File: src/rtl/score_tally.sv
// score_tally
//
// Purpose:
//   Turns the per-cookie "eaten" flags into a BCD score and a count of
//   remaining cookies. The flag vector is scanned one cookie per clock, so a
//   single 4-digit BCD adder serves every cookie. A shadow "seen" vector makes
//   sure each cookie is credited only once per level. When the last cookie is
//   credited, the level-complete flag is set.
//
// Ports:
//   Clk               in   system clock
//   Reset             in   asynchronous, active-high reset
//   Eaten             in   [N_COOKIES] bit i high once cookie i has been eaten (level)
//   Clear_level       in   single-cycle pulse: a new maze is loaded
//   Score_bcd         out  [16] four BCD digits, [15:12] is thousands
//   Remaining         out  [11] cookies not yet credited in this level
//   Eat_pulse         out  one-cycle pulse for each credited cookie
//   Level_clear       out  sticky, set when Remaining reaches zero
//   Level_clear_pulse out  one-cycle pulse on the credit that empties the level

`timescale 1ns/1ps

module score_tally #(
    parameter int         N_COOKIES  = 64,
    parameter logic [7:0] POINTS_BCD = 8'h10,
    parameter int         IDX_W      = 10
) (
    input  logic                 Clk,
    input  logic                 Reset,
    input  logic [N_COOKIES-1:0] Eaten,
    input  logic                 Clear_level,
    output logic [15:0]          Score_bcd,
    output logic [10:0]          Remaining,
    output logic                 Eat_pulse,
    output logic                 Level_clear,
    output logic                 Level_clear_pulse
);

    localparam logic [10:0]      FULL_COUNT  = 11'(N_COOKIES);
    localparam logic [IDX_W-1:0] LAST_IDX    = IDX_W'(N_COOKIES - 1);
    localparam logic [15:0]      POINTS_WIDE = {8'h00, POINTS_BCD};
    localparam logic [15:0]      SCORE_MAX   = 16'h9999;

    logic [IDX_W-1:0]     idx_q, idx_d;
    logic [N_COOKIES-1:0] seen_q, seen_d;
    logic [15:0]          score_q, score_d;
    logic [10:0]          remaining_q, remaining_d;
    logic                 eatPulse_q, eatPulse_d;
    logic                 levelClear_q, levelClear_d;
    logic                 levelClearPulse_q, levelClearPulse_d;

    logic [N_COOKIES-1:0] idxOneHot;
    logic                 curEaten;
    logic                 curSeen;
    logic                 credit;
    logic [16:0]          bcdSum;

    // Decimal-correct add of two 4-digit BCD numbers. Bit 16 is the carry out
    // of the thousands digit, i.e. the result no longer fits in 9999.
    function automatic logic [16:0] bcdAdd(input logic [15:0] a, input logic [15:0] b);
        logic        carry;
        logic [4:0]  digitSum;
        logic [15:0] result;
        carry  = 1'b0;
        result = '0;
        for (int d = 0; d < 4; d++) begin
            digitSum = {1'b0, a[4*d +: 4]} + {1'b0, b[4*d +: 4]} + {4'b0000, carry};
            if (digitSum > 5'd9) begin
                digitSum = digitSum - 5'd10;
                carry    = 1'b1;
            end else begin
                carry    = 1'b0;
            end
            result[4*d +: 4] = digitSum[3:0];
        end
        return {carry, result};
    endfunction

    // A one-hot decode of the scan index selects the current cookie without a
    // variable bit-select, so any N_COOKIES/IDX_W pairing stays width-clean.
    always_comb begin
        idxOneHot = '0;
        for (int i = 0; i < N_COOKIES; i++) begin
            idxOneHot[i] = (idx_q == IDX_W'(i));
        end
    end

    assign curEaten = |(Eaten & idxOneHot);
    assign curSeen  = |(seen_q & idxOneHot);
    assign credit   = curEaten & ~curSeen & ~levelClear_q;
    assign bcdSum   = bcdAdd(score_q, POINTS_WIDE);

    // Next-state logic. Clear_level wins over a credit that lands in the same
    // cycle. That credit is dropped, and the cookie is picked up again on the
    // next sweep if its flag is still high.
    always_comb begin
        idx_d             = (idx_q == LAST_IDX) ? '0 : idx_q + IDX_W'(1);
        seen_d            = seen_q;
        score_d           = score_q;
        remaining_d       = remaining_q;
        levelClear_d      = levelClear_q;
        eatPulse_d        = 1'b0;
        levelClearPulse_d = 1'b0;

        if (Clear_level) begin
            seen_d       = '0;
            remaining_d  = FULL_COUNT;
            levelClear_d = 1'b0;
            idx_d        = '0;
        end else if (credit) begin
            seen_d      = seen_q | idxOneHot;
            score_d     = bcdSum[16] ? SCORE_MAX : bcdSum[15:0];
            remaining_d = remaining_q - 11'd1;
            eatPulse_d  = 1'b1;
            if (remaining_q == 11'd1) begin
                levelClear_d      = 1'b1;
                levelClearPulse_d = 1'b1;
            end
        end
    end

    always_ff @(posedge Clk or posedge Reset) begin
        if (Reset) begin
            idx_q             <= '0;
            seen_q            <= '0;
            score_q           <= '0;
            remaining_q       <= FULL_COUNT;
            eatPulse_q        <= 1'b0;
            levelClear_q      <= 1'b0;
            levelClearPulse_q <= 1'b0;
        end else begin
            idx_q             <= idx_d;
            seen_q            <= seen_d;
            score_q           <= score_d;
            remaining_q       <= remaining_d;
            eatPulse_q        <= eatPulse_d;
            levelClear_q      <= levelClear_d;
            levelClearPulse_q <= levelClearPulse_d;
        end
    end

    assign Score_bcd         = score_q;
    assign Remaining         = remaining_q;
    assign Eat_pulse         = eatPulse_q;
    assign Level_clear       = levelClear_q;
    assign Level_clear_pulse = levelClearPulse_q;

endmodule

File: config.mk
export PLATFORM = sky130hd
export DESIGN_NAME = score_tally
export DESIGN_NICKNAME = d
export VERILOG_FILES = /design/src/rtl/score_tally.sv
export SDC_FILE = /design/constraint.sdc
export NUM_CORES = 1
export LEC_CHECK = 0
export ABC_AREA = 1
export CAP_MARGIN = 20
export CORE_MARGIN = 4
export CORE_UTILIZATION = 55
export CTS_BUF_LIST = sky130_fd_sc_hd__clkbuf_8
export CTS_CLUSTER_DIAMETER = 30
export CTS_CLUSTER_SIZE = 30
export DETAILED_ROUTE_END_ITERATION = 6
export HOLD_SLACK_MARGIN = 0.03
export PLACE_DENSITY = 0.93
export SLEW_MARGIN = 20
export SYNTH_ARGS = -nofsm -noshare
export SYNTH_HDL_FRONTEND = slang
export SYNTH_SLANG_ARGS = --single-unit
File: constraint.sdc
create_clock -name Clk -period 5.5 [get_ports Clk]
set_clock_uncertainty 0.05 [all_clocks]
set_input_delay 1.1 -clock Clk [delete_from_list [all_inputs] [get_ports Clk]]
set_output_delay 1.1 -clock Clk [all_outputs]
set_load 0.005 [all_outputs]
==> summary.txt <==
Critical Path RT: 5.74 ns
latest clock arrival within the worst-skew pair: 0.40 ns
Final Cycle Share: 89.61%
slack of the worst reg-to-reg path: 0.57 ns
crit-path most repeated cell: nand2_1
Ant. Diodes: 0
switching power: 701.6 uW
grt total ovfl: 0
setup slack at placement: 0.6784 ns
Layout Utilization: 65.57%
DR DRC count: 0
Fin. Hold Viols: 0
hpwl dp: 13.73 mm
WL final: 20.51 mm
vias in the first global route: 6776
die width: 118.7 um
initial core utilization: 56.09%
antenna violations before repair: 0
upper clock frequency limit: 0.2029 GHz
Site Rows: 40
Slew Limit Fails: 0
outcome: complete, no violations
Post-CTS Hold Fix Bufs: 0
DR iter-0 viols: 947
Synthesized Nets: 1052
Die Height: 118.7 um
CTS Buf Count: 9
largest net degree at the start of global routing: 88
CTS Sinks: 104
Final Non-Filler Cells: 1182
critical path type: reg -> reg
most frequent cell after synthesis: nand2_1
RD Place Congestion: 0.9519
final worst setup slack: 0.5715 ns
die area: 0.01408 mm2
Antenna Nets Post-Route: 0
Worst-Margin Slew: 0.9580 ns
Internal: 1.309 mW
RSZ-0062 raised after global routing: no
post_cts resized: 0
CP max FO: 11
DRT Pass-1 Iters: 5
VDD IR max: 0.2298 mV
dpl cells: 1166
post-synthesis cell type count: 30
crit end category: register
Hold WC Path Type: reg -> reg
DR WL/cell: 17.35 um
min cycle time layout: 4.929 ns
H-tree levels: 3
Clock power frac: 25.3%
clk root buf: clkbuf_8
Clock Path Buffers: 2
normalized max-slew margin: 36.13%
Sw Ratio: 34.89%
Warnings, synthesis: 0
Logic pwr share: 30.5%
core area: 0.01201 mm2
vias per cell: 6.024
layout cell share with drive strength beyond 1: 5.411%
Seq pwr share: 44.2%
Synth Register Bits: 104
CTS tree: built
final net count: 1113
Cell Pwr Density: 255.3 mW/mm2
Mapped Avg Cell Area: 6.953 um2
number of flops mapped to enable cells by yosys: 0
P_leak: 4.023 nW
Area Growth Syn to Fin: 16.90%
synth top area cells: dfrtp_1, nand2_1, nand3_1, nand4_1, nor2_1
CP max-delay cell: dfrtp_1
crit path launch type: register
post-synthesis cell area: 0.006738 mm2
vias: 7120
most frequent cells after synthesis: nand2_1, nand3_1, nor2_1
maxcap violations: 0
sequential share of the synthesized area: 38.64%
synthesized instance count: 969
sum of negative setup slack: 0 ns
first-pass GRT wire length: 33.33 mm
Port Buf Inserts: 96
Post-synth ARST share: 100.0%
total track usage: 29.15%
# Post-CTS Setup Buffers: 0
Main synth FF type: dfrtp_1
top-area cell type share of the netlist area: 38.25%
clk slew on worst S/H paths: 0.10 ns
CP max stage delay: 0.44 ns
cell taking the most area after synthesis: dfrtp_1
# IOs: 97
total chip power: 2.011 mW
final setup fails: 0
crit path DAT: 5.17 ns
[per-layer routing]
layer,share of wire (%),global-route usage (%),vias up
met4,4.2,14.19,0
met1,39,38.69,3294
met3,11,6.459,67
met5,0,0,-
li1,-,-,3338
met2,45,45.15,421
[power by group through the flow]
stage / Sequential (mW) / Clock [mW] / Combinational, mW
finish: 0.889 / 0.509 / 0.613
global route: 0.899 / 0.540 / 0.680
detailed placement: 0.901 / 0 / 0.604
CTS: 0.888 / 0.507 / 0.609
global placement: 0.900 / 0 / 0.587
floorplan: 0.892 / 0 / 0.385
[cell families after synthesis]
logic type               count (synthesis)  synth area share (%)
AO/OA/AOI/OAI                           15                 1.207
XOR/XNOR                                20                 2.600
adder cells (fa/ha/maj)                 16                 2.971
buffers and inverters                  106                 7.038
flip-flops                             104                 38.64
AND/OR/NAND/NOR                        708                 47.54
[cells in the final DEF, fill, tap and decap left out, drive strengths merged, types with 7 or more instances in the layout]
master	count
clkdlybuf4s50	96
o21ai	7
xor2	13
nor3	8
dfrtp	103
clkbuf	11
nand4	100
nor2	146
xnor2	7
nand3	142
nand2	302
ha	16
inv	54
buf	9
[metrics by stage]
stage	hold slack, ns	cell area [um2]
floorplan	0.3999	6738
global placement	0.4114	7672
detailed placement	0.4162	7672
CTS	0.4393	7874
global route	0.4605	7876
finish	0.4412	7876
[critical path, delay by kind of cell (launching register included)]
family,cells,cell delay [ns]
adders and majority gates,7,1.47
buffers and inverters,5,0.51
and+or+nand+nor,11,1.28
AOI/OAI and AO/OA,2,0.47
xor gates and xnor gates,3,0.60
DFF,1,0.44
[state kept, by name, summed over array words and instances (netlist names)]
signal,flops
Remaining,11
Level_clear_pulse,1
Score_bcd,16
Level_clear,1
seen_q,64
idx_q,10
Eat_pulse,1
[final timing paths]
kind | to | cells after the start | start
max reg2reg | Score_bcd[3] | 28 | Score_bcd[1]
max | Score_bcd[3] | 28 | Score_bcd[1]
min reg2reg | seen_q[8] | 2 | seen_q[8]
max in group asynchronous | seen_q[32] | 3 | Reset
min | seen_q[8] | 2 | seen_q[8]
min in group asynchronous | seen_q[2] | 2 | Reset
[final cells by class]
| cell class | count | area, um2 |
|---|---|---|
| Fill cell | 1018 | 4135 |
| Multi-Input combinational cell | 759 | 3660 |
| Sequential cell | 104 | 2604 |
| Timing Repair Buffer | 105 | 1028 |
| Inverter | 51 | 198.9 |
| Tap cell | 147 | 183.9 |
| Clock buffer | 11 | 151.4 |
| Clock inverter | 5 | 50.05 |
No activity file was read; power rests on OpenSTA's default activity.
